===== src/rtl/power_mode_fsm.sv =====
// rtl/power_mode_fsm.sv - power-mode sequencer with settle, idle timeout, undervoltage fault and ADC duty cycle
module power_mode_fsm #(
   parameter int SETTLE_CYCLES  = 16,
   parameter int IDLE_TIMEOUT   = 1024,
   parameter int RECOVER_CYCLES = 64,
   parameter int ADC_PERIOD     = 8,
   parameter int ADC_ON_CYCLES  = 2,
   parameter int LP_DIV         = 4
) (
   input  logic       clk,
   input  logic       rst,
   input  logic       batt_low,
   input  logic       activity,
   input  logic       sleep_req,
   input  logic       wake_req,
   output logic [2:0] current_state,
   output logic       adc_enable,
   output logic       fault
);

   localparam int SETTLE_W  = (SETTLE_CYCLES  > 1) ? $clog2(SETTLE_CYCLES)  : 1;
   localparam int IDLE_W    = (IDLE_TIMEOUT   > 1) ? $clog2(IDLE_TIMEOUT)   : 1;
   localparam int RECOVER_W = (RECOVER_CYCLES > 1) ? $clog2(RECOVER_CYCLES) : 1;
   localparam int PHASE_W   = (ADC_PERIOD     > 1) ? $clog2(ADC_PERIOD)     : 1;
   localparam int LP_W      = (LP_DIV         > 1) ? $clog2(LP_DIV)         : 1;

   localparam logic [SETTLE_W-1:0]  SETTLE_LAST  = SETTLE_W'(SETTLE_CYCLES - 1);
   localparam logic [IDLE_W-1:0]    IDLE_LAST    = IDLE_W'(IDLE_TIMEOUT - 1);
   localparam logic [RECOVER_W-1:0] RECOVER_LAST = RECOVER_W'(RECOVER_CYCLES - 1);
   localparam logic [PHASE_W-1:0]   PHASE_LAST   = PHASE_W'(ADC_PERIOD - 1);
   localparam logic [PHASE_W-1:0]   ADC_ON       = PHASE_W'(ADC_ON_CYCLES);
   localparam logic [LP_W-1:0]      LP_LAST      = LP_W'(LP_DIV - 1);

   typedef enum logic [2:0] {
      ST_RESET     = 3'b000,
      ST_NORMAL    = 3'b001,
      ST_LOW_POWER = 3'b010,
      ST_FAULT     = 3'b011
   } state_t;

   state_t               state_q, state_d;
   logic                 batt_meta_q, batt_sync_q;
   logic [SETTLE_W-1:0]  settle_q, settle_d;
   logic [IDLE_W-1:0]    idle_q, idle_d;
   logic [RECOVER_W-1:0] recover_q, recover_d;
   logic [PHASE_W-1:0]   phase_q, phase_d;
   logic [LP_W-1:0]      lp_q, lp_d;

   logic                 batt_low_s;
   logic                 phase_wrap;
   logic [PHASE_W-1:0]   phase_step;
   logic [LP_W-1:0]      lp_step;

   assign batt_low_s = batt_sync_q;

   // Free-running duty-cycle advance used while in NORMAL or LOW_POWER
   assign phase_wrap = (phase_q == PHASE_LAST);
   assign phase_step = phase_wrap ? '0 : phase_q + PHASE_W'(1);
   assign lp_step    = !phase_wrap ? lp_q :
                       (lp_q == LP_LAST) ? '0 : lp_q + LP_W'(1);

   // State register, counters and the two-flop undervoltage synchronizer
   always_ff @(posedge clk) begin
      if (rst) begin
         state_q     <= ST_RESET;
         batt_meta_q <= 1'b0;
         batt_sync_q <= 1'b0;
         settle_q    <= '0;
         idle_q      <= '0;
         recover_q   <= '0;
         phase_q     <= '0;
         lp_q        <= '0;
      end else begin
         state_q     <= state_d;
         batt_meta_q <= batt_low;
         batt_sync_q <= batt_meta_q;
         settle_q    <= settle_d;
         idle_q      <= idle_d;
         recover_q   <= recover_d;
         phase_q     <= phase_d;
         lp_q        <= lp_d;
      end
   end

   // Next-state and next-counter decision; every state change clears all counters
   always_comb begin
      state_d   = state_q;
      settle_d  = '0;
      idle_d    = '0;
      recover_d = '0;
      phase_d   = '0;
      lp_d      = '0;
      case (state_q)
         ST_RESET: begin
            settle_d = settle_q + SETTLE_W'(1);
            if (batt_low_s) begin
               state_d = ST_FAULT;
            end else if (settle_q == SETTLE_LAST) begin
               state_d = ST_NORMAL;
            end
         end
         ST_NORMAL: begin
            phase_d = phase_step;
            lp_d    = lp_step;
            if (batt_low_s) begin
               state_d = ST_FAULT;
            end else if (sleep_req) begin
               state_d = ST_LOW_POWER;
            end else if (activity) begin
               idle_d = '0;
            end else if (idle_q == IDLE_LAST) begin
               state_d = ST_LOW_POWER;
            end else begin
               idle_d = idle_q + IDLE_W'(1);
            end
         end
         ST_LOW_POWER: begin
            phase_d = phase_step;
            lp_d    = lp_step;
            if (batt_low_s) begin
               state_d = ST_FAULT;
            end else if (activity || wake_req) begin
               state_d = ST_NORMAL;
            end
         end
         ST_FAULT: begin
            if (batt_low_s) begin
               recover_d = '0;
            end else if (recover_q == RECOVER_LAST) begin
               state_d = ST_RESET;
            end else begin
               recover_d = recover_q + RECOVER_W'(1);
            end
         end
         default: begin
            state_d = ST_RESET;
         end
      endcase
      if (state_d != state_q) begin
         settle_d  = '0;
         idle_d    = '0;
         recover_d = '0;
         phase_d   = '0;
         lp_d      = '0;
      end
   end

   // Output decode from registered state and counters only
   always_comb begin
      current_state = state_q;
      fault         = (state_q == ST_FAULT);
      adc_enable    = 1'b0;
      case (state_q)
         ST_NORMAL:    adc_enable = (phase_q < ADC_ON);
         ST_LOW_POWER: adc_enable = (phase_q < ADC_ON) && (lp_q == '0);
         default:      adc_enable = 1'b0;
      endcase
   end

endmodule


===== config.mk =====
export PLATFORM = sky130hd
export DESIGN_NAME = power_mode_fsm
export DESIGN_NICKNAME = d
export VERILOG_FILES = /design/src/rtl/power_mode_fsm.sv
export SDC_FILE = /design/constraint.sdc
export NUM_CORES = 1
export LEC_CHECK = 0
export ABC_AREA = 1
export BUFFER_PORTS_ARGS = -buffer_cell sky130_fd_sc_hd__buf_2
export CAP_MARGIN = 25
export CORE_ASPECT_RATIO = 0.9
export CORE_MARGIN = 2
export CORE_UTILIZATION = 25
export DETAILED_ROUTE_END_ITERATION = 12
export SYNTH_ARGS = -nofsm -noshare
export SYNTH_HDL_FRONTEND = slang
export SYNTH_SLANG_ARGS = --single-unit

===== constraint.sdc =====
create_clock -name clk -period 1.47 [get_ports clk]
set_input_delay 0.2205 -clock clk [delete_from_list [all_inputs] [get_ports clk]]
set_output_delay 0.2205 -clock clk [all_outputs]
set_load 0.02 [all_outputs]

==> metrics.cfg <==
[setup_path]
worst-path-stages=6
crit_required_ns=1.25
cp.arrival_ns=1.24
critPathSlowestCell=dfxtp_2
criticalPathCategory=reg2out
critPathMaxStageDelay_ns=0.43
cp.buffers_inverters=3
path_max_fanout=5
crit_chain=inv_2 > nand3_2 > inv_2 > a21oi_2 > nor3_2 > buf_4
reg2reg_depth=7
cp_top_family=flip-flops
crit_path_frequent_cell=inv_2
start_kind=register
end_kind=primary output

[clocking]
cts_buffers=5
cts_hold_buf=0
clockRootBuffer=clkbuf_8
path_clk_slew_ns=0.06
cts_tree=yes
clk_path_buf_depth=2
clk_latency_ns=0.28
cts_sinks=30
cts.htree.levels=2

[min_path]
min_path_type=in2reg
worstHoldPathCells=3

[logic_synthesis]
synth_edf_count=0
ys_types=29
synth_area_um2=1346
ys.flop_type=dfxtp_1
async_flop_share_pct=0
ys_seq_area_share_pct=44.61
syn_nets=178
synth.ff_latch_count=30
ys_top_cells_by_area=dfxtp_1, nor2_1, ha_1
yosys_warnings=0
synth_common_cells=nor2_1, dfxtp_1, nand2_1
synthCells=165
yosysMostFrequentCell=nor2_1
synth_top_area_cell=dfxtp_1
syn_avg_cell_area_um2=8.159
netlist.area_leader.share_pct=44.61

[global_route]
grt_overflow=0
grt_pass1_wl_um=4478
antenna_found_initial=0
grt_pass1_vias=1088
track_usage_pct=10.07
grt_max_degree=10

[routing]
via_count=1128
routed_wl_um=2555
routedWlPerCell_um=9.569
drc=0
dr.pass1.iters=4
first_iter_violations=28
ant_nets=0
vias_per_cell=4.225

[floorplanning]
die_w_um=81.36
io_pins=11
rows=25
coreArea_um2=5224
die_h_um=73.62
die_area_um2=5989
start_util_pct=25.77

[cells_and_area]
drive_gt1_share_pct=36.00
nNetsFinal=212
multi_input_area_um2=777.0
register_area_um2=610.6
fin_util_pct=35.23
syn_to_final_growth_pct=36.71
postLayoutCellArea_um2=1841
fillCellCount=537
antenna_cells=0
stdcell_count=267

[timing]
rsz0062_at_grt=yes
tns_ns=0
layout_min_cycle_time_ns=1.462
timing.fmax_mhz=684.1
whs_ns=0.1442
fin_crit_sh_pct=99.45
final_max_slew_viol_count=0
hold_viol=0
setup_viol=0
clock_skew_ns=0.002686
fin_ws_ns=0.008158

[placement]
placed_area_um2=1585
post-dp-hpwl_um=1830
port_buffers=10
gp_congestion=0.8045
dpl.cell_count=255
dp_slack_ns=-0.04889

[outcome]
outcome=finished, final reports clean

[pwr]
ir_drop_v=0.0004664
power.density_nw_per_um2=906.9
power.leakage_nw=0.7616
totalPowerFinal_mw=1.669

[run]
cap_violations=0

## power breakdown
group | internal [mW] | switching [mW]
clock network | 0.472 | 0.286
registers | 0.820 | 0.00994
logic | 0.0348 | 0.0473
## timing repair
item,CTS,global route
endpoints found under the hold margin,0,0
pin swaps,8,7
setup endpoints to repair,10,12
buffers inserted,3,1
resized for setup,18,14
## sequential cells by signal (all words and copies together), names as in the netlist
signal and flops:
idle_q 10, recover_q 6, settle_q 4, current_state 3, phase_q 3, lp_q 2, batt_low_s 1, batt_meta_q 1
## cells by family after synthesis
family / count (synthesis) / synth area share, %
AOI/OAI and AO/OA: 14 / 6.505
and+or+nand+nor: 84 / 31.04
DFF: 30 / 44.61
xor gates and xnor gates: 8 / 5.205
buffers and inverters: 21 / 5.855
adders and majority gates: 7 / 6.505
other: 1 / 0.2785
## placed cells by master (no fill, tap or decap), types with 2 or more instances in the layout
master / instances
nor2_1: 24
dfxtp_1: 24
inv_1: 18
nand2_1: 18
buf_4: 18
buf_2: 9
clkbuf_8: 8
nor2_2: 7
nand3_1: 7
ha_1: 6
xor2_1: 5
dfxtp_2: 5
inv_2: 3
nand3_2: 3
a21oi_1: 3
nor3_1: 3
nand3b_1: 3
o21ai_0: 3
nor3b_1: 3
xnor2_1: 3
nor3_4: 2
a21oi_2: 2
nor2_4: 2
and3_1: 2
nand2_2: 2
## final cells by class
class / instances / share of cell area, %
multi-input combinational: 114 / 42.22
sequential: 30 / 33.17
timing repair buffer: 27 / 9.789
clock buffer: 8 / 5.982
tap: 67 / 4.555
inverter: 21 / 4.283
## worst min-delay path: cells and delay by family
family	cells	cell delay, ns
buf+inv	2	0.10
simple gates	1	0.06
## worst paths after layout
path	from	end	slack (ns)
max	current_state[2]	adc_enable	0.008
min	batt_low	batt_meta_q	0.14
max reg2reg	settle_q[0]	settle_q[3]	0.02
min reg2reg	batt_meta_q	batt_low_s	0.40
## routing by layer
| layer | global-route usage (%) | part of all wire, % | vias up | routed length [um] |
|---|---|---|---|---|
| li1 | - | - | 601 | - |
| met1 | 11.60 | 47 | 507 | 1207 |
| met2 | 15.85 | 46 | 14 | 1182 |
| met3 | 3.440 | 3.9 | 6 | 100 |
| met4 | 6.591 | 2.5 | 0 | 65 |
| met5 | 0 | 0 | - | 0 |
(Power assumes the default switching activity.)
